$ cat config.mk
export PLATFORM = sky130hd
export DESIGN_NAME = dma_read_responder
export DESIGN_NICKNAME = d
export VERILOG_FILES = /design/src/rtl/dma_read_responder.sv
export SDC_FILE = /design/constraint.sdc
export NUM_CORES = 1
export LEC_CHECK = 0
export CORE_MARGIN = 3
export CORE_UTILIZATION = 56
export CTS_BUF_LIST = sky130_fd_sc_hd__clkbuf_8
export DETAILED_ROUTE_END_ITERATION = 7
export PLACE_DENSITY = 0.93
export SKIP_LAST_GASP = 1
export SYNTH_ARGS = -nofsm -noshare
export SYNTH_HDL_FRONTEND = slang
export SYNTH_SLANG_ARGS = --single-unit
$ cat constraint.sdc
create_clock -name clk -period 5.75 [get_ports clk]
set_clock_uncertainty 0.1 [all_clocks]
set_input_delay 0.8625 -clock clk [delete_from_list [all_inputs] [get_ports clk]]
set_output_delay 0.8625 -clock clk [all_outputs]
set_load 0.02 [all_outputs]
$ cat src/rtl/dma_read_responder.sv
// DMA read responder: fetches memory words, packs them into beats, and hands each beat to the requester over valid/ready.
// Optional DMA_STRIDE_EN adds a per-beat byte stride (dma_stride) instead of contiguous beat addressing.
`timescale 1ns/1ps

module dma_read_responder #(
  parameter int BEAT_W         = 256,
  parameter int MEM_W          = 32,
  parameter int WORDS_PER_BEAT = 8,
  parameter int CNT_W          = 16
) (
  input  logic              clk,
  input  logic              rstn,
  input  logic              dma_start,
  input  logic [31:0]       dma_addr,
  input  logic [CNT_W-1:0]  dma_beats,
`ifdef DMA_STRIDE_EN
  input  logic [31:0]       dma_stride,
`endif
  output logic              dma_valid,
  input  logic              dma_ready,
  output logic [BEAT_W-1:0] dma_data,
  output logic              dma_done,
  output logic              busy,
  output logic              mem_req,
  output logic [31:0]       mem_addr,
  input  logic              mem_ack,
  input  logic [MEM_W-1:0]  mem_rdata
);

  localparam int IDX_W = (WORDS_PER_BEAT > 1) ? $clog2(WORDS_PER_BEAT) : 1;
  localparam logic [IDX_W-1:0] LAST_IDX   = IDX_W'(WORDS_PER_BEAT - 1);
  localparam logic [31:0]      WORD_BYTES = 32'(MEM_W / 8);
  localparam logic [31:0]      BEAT_BYTES = 32'(WORDS_PER_BEAT * (MEM_W / 8));

  typedef enum logic [1:0] {
    IDLE,
    FETCH,
    PRESENT,
    ZDONE
  } state_t;

  state_t state, state_next;

  logic [31:0]                          word_addr;
  logic [31:0]                          beat_base;
  logic [31:0]                          beat_step;
  logic [CNT_W-1:0]                     beats_lat;
  logic [CNT_W-1:0]                     beat_cnt;
  logic [IDX_W-1:0]                     word_idx;
  logic [WORDS_PER_BEAT-1:0][MEM_W-1:0] lanes;
  logic                                 last_beat;
  logic                                 last_word;
  logic                                 word_xfer;
  logic                                 beat_xfer;

`ifdef DMA_STRIDE_EN
  logic [31:0] stride_lat;
  assign beat_step = stride_lat;
`else
  assign beat_step = BEAT_BYTES;
`endif

  assign last_beat = (beat_cnt == beats_lat - CNT_W'(1));
  assign last_word = (word_idx == LAST_IDX);
  assign word_xfer = mem_req && mem_ack;
  assign beat_xfer = dma_valid && dma_ready;

  assign mem_req   = (state == FETCH);
  assign dma_valid = (state == PRESENT);
  assign dma_done  = ((state == PRESENT) && last_beat) || (state == ZDONE);
  assign busy      = (state != IDLE);
  assign mem_addr  = word_addr;
  assign dma_data  = BEAT_W'(lanes);

  always_ff @(posedge clk or negedge rstn) begin
    if (!rstn) state <= IDLE;
    else       state <= state_next;
  end

  always_comb begin
    state_next = state;
    case (state)
      IDLE: begin
        if (dma_start) state_next = (dma_beats == '0) ? ZDONE : FETCH;
      end
      FETCH: begin
        if (word_xfer && last_word) state_next = PRESENT;
      end
      PRESENT: begin
        if (beat_xfer) state_next = last_beat ? IDLE : FETCH;
      end
      ZDONE:   state_next = IDLE;
      default: state_next = IDLE;
    endcase
  end

  always_ff @(posedge clk or negedge rstn) begin
    if (!rstn) begin
      word_addr  <= '0;
      beat_base  <= '0;
      beats_lat  <= '0;
      beat_cnt   <= '0;
      word_idx   <= '0;
      lanes      <= '0;
`ifdef DMA_STRIDE_EN
      stride_lat <= '0;
`endif
    end else begin
      case (state)
        IDLE: begin
          if (dma_start) begin
            word_addr  <= dma_addr & ~32'h3;
            beat_base  <= dma_addr & ~32'h3;
            beats_lat  <= dma_beats;
            beat_cnt   <= '0;
            word_idx   <= '0;
`ifdef DMA_STRIDE_EN
            stride_lat <= dma_stride & ~32'h3;
`endif
          end
        end
        FETCH: begin
          if (word_xfer) begin
            lanes[word_idx] <= mem_rdata;
            word_addr       <= word_addr + WORD_BYTES;
            word_idx        <= last_word ? '0 : word_idx + IDX_W'(1);
          end
        end
        PRESENT: begin
          // Next beat restarts from the beat base, so contiguous and strided modes share one path.
          if (beat_xfer) begin
            beat_cnt <= beat_cnt + CNT_W'(1);
            if (!last_beat) begin
              word_addr <= beat_base + beat_step;
              beat_base <= beat_base + beat_step;
              word_idx  <= '0;
            end
          end
        end
        default: ;
      endcase
    end
  end

endmodule

Word-level counts from Yosys, hierarchy flattened
Cells that the tools add are included.

cells by class
  add/sub/neg operators = 5
  $lt $le $gt $ge = 2
  eq/ne operators = 10
  multiplexer cells = 24
  reductions and logical operators = 17

operators by type and width
  cell                                                        count
  bitwise mux 256 bit                                         1
  two-way mux 32 bit                                          5
  demux 32 bit (select 3 bit)                                 1
  case mux 32 bit (3 select lines)                            1
  case mux 32 bit (2 select lines)                            1
  adder 32 x 3 -> 32 bit, second input constant               1
  adder 32 x 6 -> 32 bit, second input constant               1
  two-way mux 16 bit                                          2
  case mux 16 bit (2 select lines)                            1
  adder 16 x 1 -> 16 bit, second input constant               1
  == test 16 bit                                              1
  zero test 16 bit                                            1
  subtractor 16 x 1 -> 16 bit, second input constant          1
  two-way mux 3 bit                                           5
  case mux 3 bit (3 select lines)                             1
  two-way mux 2 bit                                           4
  case mux 2 bit (4 select lines)                             1
  != test 2 x 1 -> 1 bit, second input constant               3
  AND reduction 3 bit                                         2
  logical AND 1 bit                                           5
  AND reduction 5 bit                                         1
  == test 2 bit, second input constant                        2
  less-than comparator 3 x 4 -> 1 bit, second input constant  1
  != test 2 bit, second input constant                        2
  other kinds (11)                                            13

storage, ports and cells
  register bits after elaboration = 357
  bits of input ports = 85
  output and inout bits = 292
  word-level logic and storage cells = 72

Longest topological paths before layout
Gate-level depths: netlist (run 1).

  depth after elaboration = 5
  depth in mapped cells = 13

Worst setup path after synthesis (run 1)
OpenSTA, ideal clock, no wires.

  kind = register to output
  from = reg beats_lat[0]
  to = out dma_done
  data arrival time = 2706 ps
  path slack = 2082 ps
  cell stages (with the launch flop) = 9
  cell sequence = dfrtp_1 -> buf_6 -> inv_1 -> ha_1 -> or3b_2 -> or3_1 -> a311o_1 -> nand4b_2 -> o21ai_0

between the ends
  cells in the longest elaborated chain, start to end = 4

RTL lines
  item                         RTL line  source
  start, declared              47        logic [CNT_W-1:0] beats_lat;
  start signal, assigned       114       beats_lat <= dma_beats;
  subtractor 16 x 1 -> 16 bit  63        assign last_beat = (beat_cnt == beats_lat - CNT_W'(1));
  == test 16 bit               63
  logical AND 1 bit            70        assign dma_done = ((state == PRESENT) && last_beat) || (state == ZDONE);
  logical OR 1 bit             70
  end, declared                22        output logic dma_done,

No other way between the ends.

Worst setup path in the final report (run 1)
Ends and elaborated chain as after synthesis.

==> results of run 1 <==
==> per-stage QoR <==
step	worst slack (ns)	utilization [%]
2_1_floorplan	2.08	-
3_3_place_gp	1.57	71.9
3_5_place_dp	1.40	71.9
4_1_cts	0.715	75.7
5_1_grt	0.480	75.7
6_report	0.681	75.7
==> per-layer routing <==
metal | part of all wire [%] | GRT usage (%) | vias up
li1 | - | - | 5474
met1 | 37 | 39.3 | 6462
met2 | 49 | 56.4 | 638
met3 | 9.0 | 9.71 | 153
met4 | 5.0 | 14.9 | 0
met5 | 0 | 0 | -
==> flip-flops by register name, indices dropped and copies added, names as in the netlist <==
| signal | cells |
|---|---|
| mem_addr | 31 |
| dma_data | 256 |
| beat_cnt | 16 |
| word_idx | 3 |
| beats_lat | 16 |
| state | 2 |
| beat_base | 30 |
==> cell usage in the layout, fill, tap and decap left out, drive strengths merged, types with 17 or more instances in the layout <==
cell	count
clkdlybuf4s50	373
dfrtp	354
mux2	272
nand2	91
nor2	76
clkbuf	65
o21ai	51
inv	47
xnor2	41
a21oi	37
xor2	36
nand3	31
o31ai	28
a221oi	21
and3	18
nor3	17
buf	17
==> power groups by stage <==
| stage | clock network (uW) | registers (uW) | logic, uW |
|---|---|---|---|
| 2_1_floorplan | 0 | 5110 | 2350 |
| 3_3_place_gp | 0 | 4220 | 5600 |
| 3_5_place_dp | 0 | 4320 | 5770 |
| 4_1_cts | 2120 | 4340 | 5860 |
| 5_1_grt | 2220 | 4480 | 6200 |
| 6_report | 2090 | 4360 | 5880 |
==> Yosys cell counts (all sizes together) (7+ instances only) <==
cell,count
o21ai,51
inv,22
o22ai,7
dfrtp,354
ha,11
mux2,272
and3,18
nand3,31
nand2,91
nand4,15
clkbuf,51
nor2,76
nor4,10
nor3,17
nand2b,7
a221oi,21
o31ai,28
xnor2,41
xor2,36
a21oi,37
buf,20
==> worst paths after layout <==
kind                                end  slack (ns)  cells past startpoint
setup / recovery               dma_done        0.68                      9
hold / removal             mem_addr[23]        0.21                      2
setup reg to reg           mem_addr[29]        1.61                     10
hold reg to reg            beat_base[2]        0.39                      2
max in group asynchronous  dma_data[73]        4.44                      2
min in group clk           beat_base[2]        0.39                      2
==> cells by family (layout without fill, tap and decap cells) <==
group	count (synthesis)	in the layout	synth area share [%]
AND/OR/NAND/NOR	297	297	9.08
buffers and inverters	93	507	2.56
other	0	1	0
flip-flops	354	354	55.2
AO/OA/AOI/OAI	204	204	8.76
adder cells (fa/ha/maj)	11	11	0.858
multiplexers	275	275	19.3
XOR/XNOR	77	77	4.21
==> final cells by class <==
type	instances	share of cell area, %
Antenna cell	1	0.0118
Clock buffer	65	4.22
Clock inverter	30	0.785
Inverter	22	0.390
Multi-Input combinational cell	864	32.2
Sequential cell	354	41.8
Tap cell	378	2.23
Timing Repair Buffer	390	18.4
==> summary by stage, run 1 <==
Timing
The highest clock rate is 197 MHz. The final critical path time including I/O delays and setup is 5.07 ns. The number of hold violations in the final report is 0.

The transition at the pin with the smallest max-transition slack is 1.15 ns. The number of pins exceeding their max-slew limit in the final report is 0. The share of the clock period used by the worst path after layout is 88.2%. The number of setup violations in the final report is 0.

The headroom to the max-slew limit is 23.7%. The tightest hold path in the finished design has a slack of 0.208 ns. After routing, the total negative slack on setup checks comes to 0 ns. Setup repair after global routing left no endpoint under its margin.

GRT
The pin count of the biggest net entering global routing is 179. The number of antenna violations at the first check in global routing was 1. The via count of the first global-routing pass is 13500. The global-route usage over all layers is 33.2%. The first-pass GRT wire length is 79900 um. The global route total overflow is 0.

Final layout
Once layout is done, the placed cells without fillers occupy 21200 um2. Summing all multi-input logic gate instances after layout gives 6820 um2. Counting the fill cells in the layout gives 1731. Registers take 8860 um2. In the final layout, the share of cells above drive strength 1 is 22.3%. From synthesis to final layout, the design area changed by 32.2%. The finished layout holds 2104 standard cells, fillers aside. The final layout net count is 1785.

Clocking
The maximum level of the CTS H-tree is 2. The number of CTS-inserted buffers is 57. The post-cts repair resize count is 0. In this run, post-CTS hold repair placed 0 buffers. Clock latency on the worst-skew pair, taken at its later pin, is 0.60 ns.

The clock-pin slew on the worst setup and hold paths is 0.06 ns. The clock passes through at most 3 buffers. Clock tree synthesis found a total of 354 sinks. Once the clock tree was built, the setup fixing pass inserted 0 buffers.

TritonCTS built the clock tree. The root buffer selected by CTS is sky130_fd_sc_hd__clkbuf_8.

Power and ir drop
The part of the power in the clock network is 17.0%. The power per cell area is 581 nW/um2. Net switching is 41.0% of the power. Combinational logic burns 47.7% of the power. Sequential cells account for 35.4% of the total power.

IR analysis of the VDD net gives a maximum drop of 0.000363 V. Overall power consumption after layout is estimated at 12300 uW. The net switching power figure is 5050 uW. The static leakage is 0.00920 uW. The internal power consumption is 7280 uW.

Worst setup path
The worst path buffer plus inverter count is 2. The beginning of the worst register-to-register path is beats_lat[0]. The maximum fanout along the worst path is 8.

The critical path launch point type is a flop. Walking the worst path, the cells encountered are inv_1 -> ha_1 -> nor3b_2 -> a41o_1 -> nand4_1 -> nor4b_1 -> nand4b_2 -> o21ai_0 -> clkdlybuf4s50_1. In this design, the stage delay of the slowest critical-path cell is 0.69 ns. STA classifies the critical path endpoint as a primary output. The worst setup path is of the reg -> out kind. Data on the critical path arrives at its endpoint at 4.11 ns. The kind of cell adding the most delay to the critical path is simple AND/OR/NAND/NOR gates. The launch point of the critical path is beats_lat[0].

The worst path required time is 4.79 ns. The slowest cell on the critical path is sky130_fd_sc_hd__clkdlybuf4s50_1.

Yosys
The share of synthesized flip-flops with an asynchronous set or reset is 100%. The leading register cell type out of synthesis is sky130_fd_sc_hd__dfrtp_1. The number of enable-type register cells in the synthesized netlist is 0. Of all cell types, the one taking the most synthesized area is sky130_fd_sc_hd__dfrtp_1. The top cell type by area accounts for 55.2% of the synthesized area.

The average cell area after synthesis is 12.2 um2. The Yosys step of the flow raised 0 warnings. The synthesized design contains 354 register bits.

The netlist area before placement is 16000 um2. The net count after synthesis is 1407. For this run, the register share of the synthesized area comes to 55.2%. The synthesized instance count is 1311. By area the synthesized netlist is led by sky130_fd_sc_hd__dfrtp_1, sky130_fd_sc_hd__mux2_2, sky130_fd_sc_hd__xnor2_1. In this run, distinct cell masters in the synthesized netlist total 70.

Floorplan
The core area is 28000 um2. The row count is 61. The die is 175 um tall.

The initial cell density of the core is 57.2%. The number of top-level pins is 377. The floorplan step defined a die boundary enclosing 30700 um2.

In this run the horizontal extent of the chip is 175 um.

Outcome
The flow ran to the end, and the final reports show no timing, DRC or antenna violations.

Hold path
In this run the worst hold path is classified as in -> async.

Route
The final routed wirelength across all metal layers is 51600 um. The count of nets left with antenna violations after detail routing is 0. The first TritonRoute pass finished after 5 iterations.

The total vias in the final route is 12700. The initial DRC count is 1062. The routed wirelength normalized by instance count is 24.5 um.

In the routed design, unresolved DRC markers number 0. The via-per-instance ratio is 6.05.

Placement
Once placement completed, the tool counted placed cells totaling 2008. After legalization and detailed placement, the total HPWL measured 33500 um. The final weighted congestion in routability-driven placement is 0.933. In this run the tool buffered the top-level ports with 374 buffer cells. Summing all placed instances gives a cell area of 20100 um2.

Job
Across the run, the number of max-cap violations was 0.
Power figures use the tool's default switching activity.
==> run 2: changes to the inputs <==
--- a/config.mk
+++ b/config.mk
@@ -5,7 +5,7 @@
 export SDC_FILE = /design/constraint.sdc
 export NUM_CORES = 1
 export LEC_CHECK = 0
-export CORE_MARGIN = 3
+export CORE_MARGIN = 1
 export CORE_UTILIZATION = 56
 export CTS_BUF_LIST = sky130_fd_sc_hd__clkbuf_8
 export DETAILED_ROUTE_END_ITERATION = 7
==> run 2 against run 1 <==
Effect of this change: global-route usage increased by 1.4 points; maximum frequency increased by 0.89%; design area increased by 0.81%; power increased by 1.6%; die area decreased by 4.5%; sequential power about the same; register-to-register slack improved by 0.05 ns; cell count increased by 0.48%; flip-flop and latch count unchanged; via count decreased by 0.61%; clock-buffer cell count increased by 13; sequential share of layout area decreased by 0.34 points; critical endpoint unchanged.
==> summary by stage, run 2 (synthesized netlist as in run 1, its figures left out) <==
Outcome
Run status: completed (unchanged).

Worst setup path
The beginning of the worst register-to-register path is beats_lat[2] (was beats_lat[0]). The slowest cell on the critical path was sky130_fd_sc_hd__clkdlybuf4s50_1 (unchanged). The data arrival time of the critical path is 4.06 ns (was 4.11 ns). The maximum fanout along the worst path is 9 (was 8). The critical path class was reg -> out (unchanged). The kind of capture point of the worst setup path is a primary output (unchanged).

The critical path launch point type is a flop (unchanged). The cell depth of the worst flop-to-flop path is 8 (was 10). Ordered cell list for the critical path: nor4_2 -> nand4b_1 -> mux2i_1 -> o311ai_0 -> nand4b_2 -> o21ai_0 -> clkdlybuf4s50_1 (was inv_1 -> ha_1 -> nor3b_2 -> a41o_1 -> nand4_1 -> nor4b_1 -> nand4b_2 -> o21ai_0 -> clkdlybuf4s50_1). The launch point of the critical path was beats_lat[2] (was beats_lat[0]). The worst path required time came to 4.79 ns (about the same).

The highest cell delay on the worst timing path was 0.69 ns (about the same).

Floorplan
The die width is 171 um (was 175 um). The die outline area is 29300 um2 (was 30700 um2). The die boundary height is 171 um (was 175 um). The row count is 61 (unchanged). The core area was 28000 um2 (unchanged). The number of top-level pins is 377 (unchanged). The initial cell density of the core is 57.2% (unchanged).

Timing
The final critical path time including I/O delays and setup was 5.02 ns (was 5.07 ns). The number of setup violations in the final report is 0 (unchanged). Unrepaired setup endpoints after global routing: no (unchanged). The number of hold violations in the final report was 0 (unchanged). The headroom to the max-slew limit is 22.0% (was 23.7%). The transition at the pin with the smallest max-transition slack is 1.16 ns (was 1.15 ns).

The setup total negative slack is 0 ns (unchanged). The highest clock rate was 199 MHz (was 197 MHz). The share of the clock period used by the worst path after layout is 87.4% (was 88.2%). The number of pins exceeding their max-slew limit in the final report is 0 (unchanged).

Route
The via-per-instance ratio was 5.98 (was 6.05). The initial DRC count is 1073 (was 1062). The count of nets left with antenna violations after detail routing is 0 (unchanged). The final routed wirelength across all metal layers is 50600 um (was 51600 um). The post-route DRC violation count is 0 (unchanged). The total vias in the final route came to 12600 (was 12700). The routed wirelength normalized by instance count is 23.9 um (was 24.5 um). The number of iterations in the first detailed-routing pass is 8 (was 5).

Placement
The final weighted congestion in routability-driven placement was 0.939 (was 0.933). The number of buffer cells added on primary ports is 374 (unchanged). The final HPWL from detailed placement is 32800 um (was 33500 um). The count of placed standard cells including taps is 2008 (unchanged). The post-place instance area is 20100 um2 (unchanged).

Clocking
The clock-pin slew on the worst setup and hold paths is 0.06 ns (about the same). The number of buffers inserted to repair setup after CTS is 0 (unchanged). The post-cts repair resize count is 0 (unchanged).

The root buffer selected by CTS is sky130_fd_sc_hd__clkbuf_8 (unchanged). The number of CTS-inserted buffers was 57 (unchanged). The number of buffers inserted by hold repair at cts is 0 (unchanged).

The clock tree from TritonCTS is done (unchanged). The clock latency reported for the late side of the worst-skew pair is 0.59 ns (was 0.60 ns). The TritonCTS sink count is 354 (unchanged). The number of buffers between clock root and the deepest sink is 3 (unchanged).

The maximum level of the CTS H-tree is 2 (unchanged).

Power and ir drop
The part of the power in the clock network is 18.4% (was 17.0%). The share of power burned in registers was 34.9% (was 35.4%). The total power after layout is 12500 uW (was 12300 uW). The static leakage is 0.00927 uW (was 0.00920 uW). The combinational group share of total power is 46.7% (was 47.7%).

The worst ir drop on vdd is 0.000479 V (was 0.000363 V). The internal power consumption is 7460 uW (was 7280 uW). The net switching power figure is 5070 uW (was 5050 uW). The switching part of the total power was 40.4% (was 41.0%). The power per cell area came to 586 nW/um2 (was 581 nW/um2).

GRT
The pin count of the biggest net entering global routing is 148 (was 179). The number of antenna violations at the first check in global routing is 0 (was 1). The global-route usage over all layers is 34.7% (was 33.2%). The global route total overflow is 0 (unchanged). The via count of the first global-routing pass is 13300 (was 13500). The first-pass GRT wire length came to 77300 um (was 79900 um).

Final layout
The flip-flop count of the largest register after layout is 256 (unchanged). The relative area change from synthesis to final layout came to 33.3% (was 32.2%). The post-route non-filler standard cell count came to 2114 (was 2104). The leading cell type in the layout, fill and taps excluded is sky130_fd_sc_hd__clkdlybuf4s50_1 (unchanged). The final layout net count is 1785 (unchanged).

The share of cells above drive strength 1 came to 23.3% (was 22.3%). Highest-count cells in the layout ignoring fill and taps: sky130_fd_sc_hd__clkdlybuf4s50_1, sky130_fd_sc_hd__dfrtp_1, sky130_fd_sc_hd__mux2_2, sky130_fd_sc_hd__nand2_1, sky130_fd_sc_hd__clkbuf_8 (was sky130_fd_sc_hd__clkdlybuf4s50_1, sky130_fd_sc_hd__dfrtp_1, sky130_fd_sc_hd__mux2_2, sky130_fd_sc_hd__nand2_1, sky130_fd_sc_hd__nor2_1). The number of filler cells placed in the layout came to 1632 (was 1731). The area of all placed cells without fillers is 21400 um2 (was 21200 um2). The utilization after layout came to 76.3% (was 75.7%).

Hold path
The type of the tightest min-delay check is in -> async (unchanged).

Job
The max capacitance violation total is 0 (unchanged).
[run 2: cell count changes in the layout (fill, tap and decap cells not counted)]
cell,previous run,this run
sky130_fd_sc_hd__clkbuf_8,65,78
sky130_fd_sc_hd__clkinv_2,3,9
sky130_fd_sc_hd__inv_1,45,36
sky130_fd_sc_hd__inv_8,1,0
sky130_fd_sc_hd__inv_6,0,1
sky130_fd_sc_hd__inv_12,1,0
sky130_fd_sc_hd__clkinv_8,0,1
[run 2: routing by layer]
metal / GRT usage [%] / part of all wire (%) / vias to the layer above
li1: - / - / 5496
met1: 41.4 / 36 / 6328
met2: 58.4 / 50 / 692
met3: 10.6 / 10 / 133
met4: 14.1 / 3.6 / 0
met5: 0 / 0 / -
[run 2: worst max-delay path, delay by kind of cell, from the launching register on]
| kind | cells | cell delay [ns] |
|---|---|---|
| buf+inv | 1 | 0.69 |
| compound gates | 2 | 1.01 |
| flops | 1 | 0.48 |
| mux | 1 | 0.19 |
| simple gates | 3 | 1.10 |
[run 2: final timing paths]
path                            slack [ns]            to
worst min register to register        0.39  beat_base[3]
worst max-delay path                  0.73      dma_done
worst max register to register        1.66  mem_addr[31]
min in group clk                      0.39  beat_base[3]
max in group asynchronous             4.22  dma_data[68]
worst min-delay path                  0.12  mem_addr[24]
[run 2: area by class of cell]
cell class | instances | area (um2) | area share (%)
inverter | 22 | 82.6 | 0.386
multi-input combinational | 864 | 6820 | 31.9
tap | 378 | 473 | 2.21
antenna | 1 | 2.50 | 0.0117
clock buffer | 78 | 1070 | 5.02
timing repair buffer | 390 | 3910 | 18.3
sequential | 354 | 8860 | 41.4
clock inverter | 27 | 160 | 0.749
[run 2: power by group through the flow]
| stage | sequential, uW | combinational [uW] | clock [uW] |
|---|---|---|---|
| CTS | 4340 | 5810 | 2330 |
| global route | 4470 | 6160 | 2440 |
| detailed placement | 4320 | 5720 | 0 |
| floorplan | 5110 | 2350 | 0 |
| finish | 4370 | 5850 | 2310 |
| global placement | 4220 | 5560 | 0 |
[run 2: stage by stage]
stage	setup slack [ns]	hold WS, ns
5_1_grt	0.541	0.146
3_5_place_dp	1.42	0.379
2_1_floorplan	2.08	0.350
3_3_place_gp	1.47	0.366
4_1_cts	0.792	0.115
6_report	0.726	0.118
